===== src/rtl/uart_pkg.sv =====
// ============================================================================
// Module      : uart_pkg
// Description : Shared UART types, defaults and baud divisor helper.
// Revision    : 1.0 - initial release
// ============================================================================
`default_nettype none

package uart_pkg;

    localparam int unsigned SAMPLE_RATE_DEFAULT = 16;
    localparam int unsigned DIV_WIDTH_DEFAULT   = 16;
    localparam int unsigned FRAC_BITS_DEFAULT   = 8;

    typedef logic [DIV_WIDTH_DEFAULT+FRAC_BITS_DEFAULT-1:0] baud_div_t;

    // Rounded fixed-point clock periods per oversample tick.
    function automatic logic [63:0] calc_baud_div(
        input logic [63:0] clk_hz,
        input logic [63:0] baud_hz,
        input logic [63:0] sample_rate,
        input int unsigned frac_bits
    );
        logic [63:0] num;
        logic [63:0] den;
        num = clk_hz << frac_bits;
        den = baud_hz * sample_rate;
        return (num + (den >> 1)) / den;
    endfunction

endpackage

`default_nettype wire


===== src/rtl/uart_phase_counter.sv =====
// ============================================================================
// Module      : uart_phase_counter
// Description : Sample-index counter with mid-bit and end-of-bit strobes.
// Revision    : 1.0 - initial release
// ============================================================================
`default_nettype none

module uart_phase_counter
    import uart_pkg::*;
#(
    parameter int unsigned SAMPLE_RATE = SAMPLE_RATE_DEFAULT
) (
    input  logic                           clk,
    input  logic                           rst,
    input  logic                           tick,
    input  logic                           clear,
    output logic [$clog2(SAMPLE_RATE)-1:0] idx,
    output logic                           mid_tick,
    output logic                           bit_tick
);

    localparam int unsigned          c_idx_w = $clog2(SAMPLE_RATE);
    localparam logic [c_idx_w-1:0]   c_mid   = c_idx_w'(SAMPLE_RATE/2 - 1);
    localparam logic [c_idx_w-1:0]   c_last  = c_idx_w'(SAMPLE_RATE - 1);

    // Strobes decode the index before it advances; wrap is free since SAMPLE_RATE is a power of two.
    always_ff @(posedge clk) begin
        if (rst || clear) begin
            idx      <= '0;
            mid_tick <= 1'b0;
            bit_tick <= 1'b0;
        end else begin
            mid_tick <= tick && (idx == c_mid);
            bit_tick <= tick && (idx == c_last);
            if (tick) begin
                idx <= idx + 1'b1;
            end
        end
    end

endmodule

`default_nettype wire


===== src/rtl/uart_baud_generator.sv =====
// ============================================================================
// Module      : uart_baud_generator
// Description : Programmable fractional baud tick generator with RX mid-bit
//               and TX bit strobes. Macro UART_BAUD_FRAC_EN selects the
//               fractional accumulator; otherwise an integer counter is used.
// Revision    : 1.0 - initial release
// ============================================================================
`default_nettype none

module uart_baud_generator
    import uart_pkg::*;
#(
    parameter int unsigned CLK_HZ          = 100_000_000,
    parameter int unsigned DEFAULT_BAUD_HZ = 115_200,
    parameter int unsigned SAMPLE_RATE     = SAMPLE_RATE_DEFAULT,
    parameter int unsigned DIV_WIDTH       = 16,
    parameter int unsigned FRAC_BITS       = 8
) (
    input  logic                           clk_in,
    input  logic                           rst_in,
    input  logic                           enable_in,
    input  logic                           clear_in,
    input  logic [DIV_WIDTH+FRAC_BITS-1:0] div_in,
    input  logic                           div_load_in,
    output logic                           div_pending_out,
    output logic                           tick_out,
    output logic                           mid_tick_out,
    output logic                           bit_tick_out,
    output logic [$clog2(SAMPLE_RATE)-1:0] sample_idx_out
);

    localparam int unsigned     c_dw          = DIV_WIDTH + FRAC_BITS;
    localparam logic [63:0]     c_div_calc    = calc_baud_div(64'(CLK_HZ), 64'(DEFAULT_BAUD_HZ),
                                                              64'(SAMPLE_RATE), FRAC_BITS);
    localparam logic [c_dw-1:0] c_div_rounded = c_div_calc[c_dw-1:0];
    localparam logic [c_dw-1:0] c_one         = c_dw'(1) << FRAC_BITS;

    logic [c_dw-1:0] r_div_active;
    logic [c_dw-1:0] r_div_pend_val;
    logic            r_div_pend;
    logic            r_tick;
    logic [c_dw-1:0] w_div_capture;
    logic            w_tick;
    logic            w_tick_gen;
    logic            w_hold;

    assign w_hold     = !enable_in || clear_in;
    assign w_tick_gen = !w_hold && w_tick;

`ifdef UART_BAUD_FRAC_EN
    localparam logic [c_dw-1:0] c_default_div = c_div_rounded;

    logic [c_dw:0]   r_acc;
    logic [c_dw:0]   w_sum;
    logic [c_dw-1:0] w_div_eff;

    // The extra accumulator bit absorbs acc+ONE, which stays below div_eff+ONE.
    assign w_div_eff     = (r_div_active < c_one) ? c_one : r_div_active;
    assign w_sum         = r_acc + {1'b0, c_one};
    assign w_tick        = (w_sum >= {1'b0, w_div_eff});
    assign w_div_capture = div_in;

    always_ff @(posedge clk_in) begin
        if (rst_in || w_hold) begin
            r_acc <= '0;
        end else if (w_tick) begin
            r_acc <= w_sum - {1'b0, w_div_eff};
        end else begin
            r_acc <= w_sum;
        end
    end
`else
    localparam logic [c_dw-1:0] c_int_mask    = {{DIV_WIDTH{1'b1}}, {FRAC_BITS{1'b0}}};
    localparam logic [c_dw-1:0] c_default_div = c_div_rounded & c_int_mask;

    logic [DIV_WIDTH-1:0] r_cnt;
    logic [DIV_WIDTH-1:0] w_period;

    assign w_period      = (r_div_active < c_one) ? DIV_WIDTH'(1) : r_div_active[c_dw-1:FRAC_BITS];
    assign w_tick        = ((r_cnt + DIV_WIDTH'(1)) >= w_period);
    assign w_div_capture = div_in & c_int_mask;

    always_ff @(posedge clk_in) begin
        if (rst_in || w_hold || w_tick) begin
            r_cnt <= '0;
        end else begin
            r_cnt <= r_cnt + DIV_WIDTH'(1);
        end
    end
`endif

    // A load in the same cycle as a transfer wins the pending register.
    always_ff @(posedge clk_in) begin
        if (rst_in) begin
            r_div_active   <= c_default_div;
            r_div_pend_val <= '0;
            r_div_pend     <= 1'b0;
            r_tick         <= 1'b0;
        end else begin
            r_tick <= w_tick_gen;
            if (r_div_pend && (w_tick_gen || w_hold)) begin
                r_div_active <= r_div_pend_val;
                r_div_pend   <= 1'b0;
            end
            if (div_load_in) begin
                r_div_pend_val <= w_div_capture;
                r_div_pend     <= 1'b1;
            end
        end
    end

    assign div_pending_out = r_div_pend;
    assign tick_out        = r_tick;

    uart_phase_counter #(
        .SAMPLE_RATE (SAMPLE_RATE)
    ) u_phase_counter (
        .clk      (clk_in),
        .rst      (rst_in),
        .tick     (w_tick_gen),
        .clear    (w_hold),
        .idx      (sample_idx_out),
        .mid_tick (mid_tick_out),
        .bit_tick (bit_tick_out)
    );

endmodule

`default_nettype wire

===== config.mk =====
export PLATFORM = sky130hd
export DESIGN_NAME = uart_baud_generator
export DESIGN_NICKNAME = d
export VERILOG_FILES = /design/src/rtl/uart_pkg.sv /design/src/rtl/uart_phase_counter.sv /design/src/rtl/uart_baud_generator.sv
export SDC_FILE = /design/constraint.sdc
export NUM_CORES = 1
export LEC_CHECK = 0
export ABC_CLOCK_PERIOD_IN_PS = 9500
export BUFFER_PORTS_ARGS = -buffer_cell sky130_fd_sc_hd__buf_2
export CAP_MARGIN = 20
export CORE_ASPECT_RATIO = 1.4
export CORE_UTILIZATION = 40
export DETAILED_ROUTE_END_ITERATION = 6
export GPL_TIMING_DRIVEN = 0
export SETUP_SLACK_MARGIN = 0.3
export SLEW_MARGIN = 10
export SYNTH_ARGS = -nofsm -noshare
export SYNTH_HDL_FRONTEND = slang
export SYNTH_SLANG_ARGS = --single-unit

===== constraint.sdc =====
create_clock -name clk_in -period 9.5 [get_ports clk_in]
set_input_delay 1.425 -clock clk_in [delete_from_list [all_inputs] [get_ports clk_in]]
set_output_delay 1.425 -clock clk_in [all_outputs]
set_load 0.005 [all_outputs]

==> impl_metrics.yaml, run 1 <==
status:
  outcome: "completed"
setup_path:
  critPathSlowestCell: "or4_1"
  worst-endpoint-arrival_ps: 4080
  cpPeakStageDelay_ps: 560
  crit_buf_inv: 2
  crit_family: "simple AND/OR/NAND/NOR gates"
  cp-end-kind: "register"
  path_cells: "nand4_1 > nor4_1 > nand3_1 > xnor2_1 > ha_1 > and4_1 > nand4_1 > or4_1 > buf_6 > nand4_1 > clkbuf_1 > and2b_2"
  cp_common_cell: "nand4_1"
  critPathKind: "register to register"
  worstPathMaxFanout: 10
  startpoint_type: "register"
  worstPathRequired_ps: 9700
global_routing:
  grt.overflow.total: 0
  grt_pass1_wl_mm: 8.88
  antenna_found_initial: 0
  grt_pass1_vias: 2000
  use_met1: 0.181
  top_usage_layer: "met2"
  met3_usage: 0.0241
  met2_usage: 0.280
  grtUsageTotal: 0.155
  grt_max_degree: 18
sta:
  setup_tns_ps: 0
  slew_headroom: 0.499
  worst_pin_slew_ps: 751
  fin_crit_sh: 0.408
  hold_violations: 0
  fin_crit_ps: 3880
  slew_violations: 0
  worst_slack_ps: 5620
  finClkSkew_ps: 9.21
  fmax_mhz: 258
  finalSetupViolCount: 0
  rsz0062_at_grt: "no"
yosys:
  synthTopCellsByCount: "dfxtp_1 (56), mux2i_1 (34), nor2_1 (30)"
  syn_avg_cell_area_um2: 9.44
  synthFlopType: "dfxtp_1"
  ys_seq_area_frac: 0.407
  synth_area_mm2: 0.00276
  yosys.cell_count.top_type: "dfxtp_1"
  synth.distinct_cells: 37
  async_reset_ff_frac: 0
  synthDominantCellAreaShare: 0.407
  ys_warn_count: 0
  ys_ff_latch: 56
  synth-edff-count: 0
  netlist_instances: 292
  yosysTopAreaCell: "dfxtp_1"
  yosys-top-cells-area: "dfxtp_1 (41%), mux2i_1 (12%), ha_1 (8.2%)"
  syn-num-nets: 339
cells_and_area:
  drive_above_1_share: 0.144
  antennaDiodeCount: 0
  syn_to_final_growth_pct: 12.6
  finalNetCount: 373
  fillCellCount: 643
power_and_ir_drop:
  power_density_mw_per_mm2: 134
  power_uw: 416
  clkPwrFrac: 0.326
  intPower_uw: 319
  power_leakage_uw: 0.00130
  switching_power_uw: 97.7
  pwr-share-seq: 0.592
  p_sw_frac: 0.235
  combPwrFrac: 0.082
  peakVddDrop_uv: 101
hold_path:
  worstHoldPathType: "register to register"
drt:
  ant_nets: 0
  drc_errors: 0
  drt-total-wl_mm: 4.92
  wl_per_cell_um: 11.7
  vias: 1996
  drt_iter0_markers: 52
  drt_pass1_iterations: 4
  avgViaCountPerCell: 4.76
clock_tree:
  post-cts-setup-buffer-count: 0
  cts_tree: "yes"
  clk_pin_slew_ps: 100
  cts_root_buffer: "clkbuf_8"
  clock_latency_ps: 310
  clock_sinks: 56
  clockBufferDepth: 2
  hold_buffers: 0
  htreeDepth: 2
  post_cts_resized: 0
  cts_made_buffers: 5
placement:
  post-dp-hpwl_mm: 3.85
  numPortBuffers: 27
  gp_congestion: 0.730
  pre_cts_ws_ps: 5610
floorplanning:
  ioPinCount: 37
  die_y_um: 100
  die_area_mm2: 0.00723
  core_mm2: 0.00661
  die_x_um: 72.2
  start_util: 0.417
  rows: 35
job:
  max_cap_violations: 0
[state kept, by name (all words and copies together) (netlist names)]
| signal | count |
|---|---|
| div_pending_out | 1 |
| u_phase_counter.bit_tick | 1 |
| r_cnt | 16 |
| u_phase_counter.idx | 4 |
| u_phase_counter.mid_tick | 1 |
| r_div_pend_val | 16 |
| tick_out | 1 |
| r_div_active | 16 |
[cells in the final DEF, fill, tap and decap left out, drive strengths merged, types with 9 or more instances in the layout]
master / synthesis / routed
dfxtp: 56 / 56
mux2i: 34 / 34
nor2: 30 / 30
buf: 3 / 30
nand2b: 28 / 28
inv: 21 / 22
ha: 18 / 18
clkbuf: 8 / 14
nand2: 10 / 10
nor2b: 10 / 10
xnor2: 9 / 9
[kinds of logic (layout without fill, tap and decap cells)]
family                   count (synthesis)  in the layout  share of synthesized area
AND/OR/NAND/NOR                        118            118                      0.234
multiplexers                            34             34                      0.123
flip-flops                              56             56                      0.407
XOR/XNOR                                14             14                     0.0445
buffers and inverters                   32             67                     0.0517
AO/OA/AOI/OAI                           20             20                     0.0577
adder cells (fa/ha/maj)                 18             18                     0.0817
[through the flow]
step / instances / utilization / hold slack [ps] / cell area [um2]
after global routing: 419 / 0.469 / 506 / 3100
after detailed placement: 411 / 0.455 / 475 / 3010
final: 419 / 0.469 / 483 / 3100
after global placement: 411 / 0.455 / 463 / 3010
after CTS: 419 / 0.469 / 490 / 3100
after floorplan: 292 / - / 449 / 2760
[worst reg2reg max path: stages, from the launching register on]
cell	delay, ps
dfxtp_1	450
nand4_1	150
nor4_1	540
nand3_1	170
xnor2_1	190
ha_1	330
and4_1	240
nand4_1	140
or4_1	560
buf_6	160
nand4_1	220
clkbuf_1	350
and2b_2	260
[cell type report]
class / count / area, um2 / area share
inverter: 21 / 78.8 / 0.0254
multi-input combinational: 204 / 1490 / 0.481
clock buffer: 6 / 82.6 / 0.0266
buffer: 11 / 63.8 / 0.0206
timing repair buffer: 27 / 135 / 0.0435
sequential: 56 / 1120 / 0.361
tap: 92 / 115 / 0.0371
clock inverter: 2 / 13.8 / 0.00444
[power groups by stage]
stage / combinational, uW / clock [uW] / sequential [uW]
2_1_floorplan: 25.2 / 0 / 250
3_3_place_gp: 33.9 / 0 / 252
3_5_place_dp: 34.8 / 0 / 252
4_1_cts: 34.8 / 141 / 247
5_1_grt: 39.2 / 151 / 248
6_report: 34.0 / 136 / 246
[routing by layer]
| metal | share of wire | wire [um] |
|---|---|---|
| met2 | 0.52 | 2550 |
| met1 | 0.45 | 2220 |
| met5 | 0 | 0 |
| met3 | 0.016 | 79 |
| met4 | 0.015 | 74 |
[path summary, 6_finish.rpt]
check	slack (ps)	end	from	depth (start not counted)
worst max-delay path	5620	r_cnt[11]	r_cnt[2]	12
worst min-delay path	480	r_div_active[19]	r_div_pend_val[19]	2
worst max register to register	5620	r_cnt[11]	r_cnt[2]	12
worst min register to register	480	r_div_active[19]	r_div_pend_val[19]	2
Note: power is estimated with default switching activity, not from simulation.
==> run 2: changes to the inputs <==
--- a/config.mk
+++ b/config.mk
@@ -5,7 +5,7 @@
 export SDC_FILE = /design/constraint.sdc
 export NUM_CORES = 1
 export LEC_CHECK = 0
-export ABC_CLOCK_PERIOD_IN_PS = 9500
+export ABC_CLOCK_PERIOD_IN_PS = 3100
 export BUFFER_PORTS_ARGS = -buffer_cell sky130_fd_sc_hd__buf_2
 export CAP_MARGIN = 20
 export CORE_ASPECT_RATIO = 1.4
==> constraint.sdc (replaced) <==
create_clock -name clk_in -period 3.1 [get_ports clk_in]
set_input_delay 0.465 -clock clk_in [delete_from_list [all_inputs] [get_ports clk_in]]
set_output_delay 0.465 -clock clk_in [all_outputs]
set_load 0.005 [all_outputs]
==> run 2 against run 1 <==
  * The flow now finishes with violations (negative setup slack)
  * First-iteration DRC count increased by 21%
  * Non-clock buffer count is 22 higher
  * Cell count up 5.0%
  * Setup slack lost 5700 ps
  * Critical endpoint is now r_div_active[13]
==> impl_metrics.yaml, run 2 (synthesis results as in run 1) <==
status:
  outcome: "finished with violations"
  violations: "negative setup slack"
sta:
  fmax_mhz: 311
  worst_slack_ps: -114
  fin_crit_ps: 3210
  finalSetupViolCount: 27
  rsz0062_at_grt: "yes"
  finClkSkew_ps: 6.78
  slew_violations: 0
  worst_pin_slew_ps: 783
  fin_crit_sh: 1.04
  slew_headroom: 0.478
  hold_violations: 0
power_and_ir_drop:
  pwr-share-seq: 0.593
  power_density_mw_per_mm2: 364
  peakVddDrop_uv: 328
  combPwrFrac: 0.102
  intPower_uw: 963
  switching_power_uw: 308
  power_leakage_uw: 0.00148
  clkPwrFrac: 0.306
  p_sw_frac: 0.243
  power_uw: 1270
setup_path:
  path_cells: "nand4_1 > nor4_4 > nand3_2 > xnor2_2 > ha_1 > and4_4 > nand4_1 > or4_4 > buf_6 > a41oi_4 > buf_12 > buf_8 > mux2i_1"
  crit_buf_inv: 3
  critPathKind: "register to register"
  worst-endpoint-arrival_ps: 3450
  r2r_slack_ps: -110
  crit_family: "simple AND/OR/NAND/NOR gates"
  cp_common_cell: "nand4_1"
  cp-end-kind: "register"
  cpPeakStageDelay_ps: 440
  critPathSlowestCell: "or4_4"
  worstPathMaxFanout: 5
  startpoint_type: "register"
  worstPathRequired_ps: 3330
drt:
  drt_iter0_markers: 63
  drt-total-wl_mm: 5.50
  wl_per_cell_um: 12.5
  avgViaCountPerCell: 4.79
  drc_errors: 0
  ant_nets: 0
  vias: 2109
  drt_pass1_iterations: 4
floorplanning:
  die_x_um: 72.2
  die_y_um: 100
  die_area_mm2: 0.00723
  core_mm2: 0.00661
  rows: 35
  start_util: 0.417
  ioPinCount: 37
clock_tree:
  cts_tree: "yes"
  clockBufferDepth: 2
  clk_pin_slew_ps: 100
  cts_root_buffer: "clkbuf_8"
  htreeDepth: 2
  hold_buffers: 0
  cts_made_buffers: 5
  clock_latency_ps: 310
  clock_sinks: 56
cells_and_area:
  seqCellArea_mm2: 0.00114
  antennaDiodeCount: 0
  final_common_cell: "dfxtp_1"
  final_cell_mix: "dfxtp_1 (49), mux2i_1 (34), nor2_1 (29)"
  syn_to_final_growth_pct: 26.6
  finalNetCount: 395
  reg_top3: "r_cnt x16, r_div_active x16, r_div_pend_val x16"
  fillCellCount: 625
  drive_above_1_share: 0.279
  final_core_util: 0.528
  multi_input_area_mm2: 0.00165
global_routing:
  grtUsageTotal: 0.161
  grt_max_degree: 17
  grt.overflow.total: 0
  grt_pass1_vias: 2007
  grt_pass1_wl_mm: 9.18
  antenna_found_initial: 0
placement:
  post-dp-hpwl_mm: 3.88
  numPortBuffers: 27
  gp_congestion: 0.722
hold_path:
  worstHoldPathType: "primary input to register"
job:
  max_cap_violations: 0
[run 2: worst paths after layout]
check | endpoint | cells past startpoint | startpoint
max reg2reg | r_div_active[13] | 13 | r_cnt[3]
max | r_div_active[13] | 13 | r_cnt[3]
min | r_div_pend_val[14] | 3 | div_in[14]
min reg2reg | r_div_active[21] | 2 | r_div_pend_val[21]
[run 2: power groups by stage]
stage,sequential [uW],clock [uW],combinational [uW]
finish,754,389,129
global placement,772,0,105
CTS,754,402,129
detailed placement,772,0,108
global route,757,439,143
floorplan,768,0,78.1
[run 2: what timing repair did]
action | in CTS | in global routing
setup buffers | 17 | 4
endpoints found under the setup margin | 40 | 40
gates resized for setup | 31 | 7
cloned | 1 | 0
pin swaps | 12 | 6
[run 2: tightest hold or removal path: stages]
cell and delay (ps):
buf_2 70, mux2i_1 50, nor2_1 70
[run 2: stage by stage]
step                      setup slack, ps  instances  setup TNS [ps]  cell area, um2  hold WS, ps
after floorplan                      27.3        292               0            2780          434
after global routing                 -322        440           -8470            3490          366
after global placement               -369        411           -7590            3030          459
after detailed placement             -390        411           -7680            3030          472
after CTS                           -75.5        436            -652            3420          381
final                                -114        440           -1480            3490          389
[run 2: area by class of cell]
type / instances / area share
plain buffers: 11 / 0.0211
clock buffers: 5 / 0.0197
clock inverters: 2 / 0.00358
inverters: 21 / 0.0226
multi-input cells: 204 / 0.473
flip-flops and latches: 56 / 0.326
well taps: 92 / 0.0330
repair buffers: 49 / 0.101
[run 2: layer usage]
metal  global-route usage  wire length (um)
met5                    0                 0
met1                0.188              2400
met2                0.293              2920
met4               0.0543                60
met3               0.0271               120
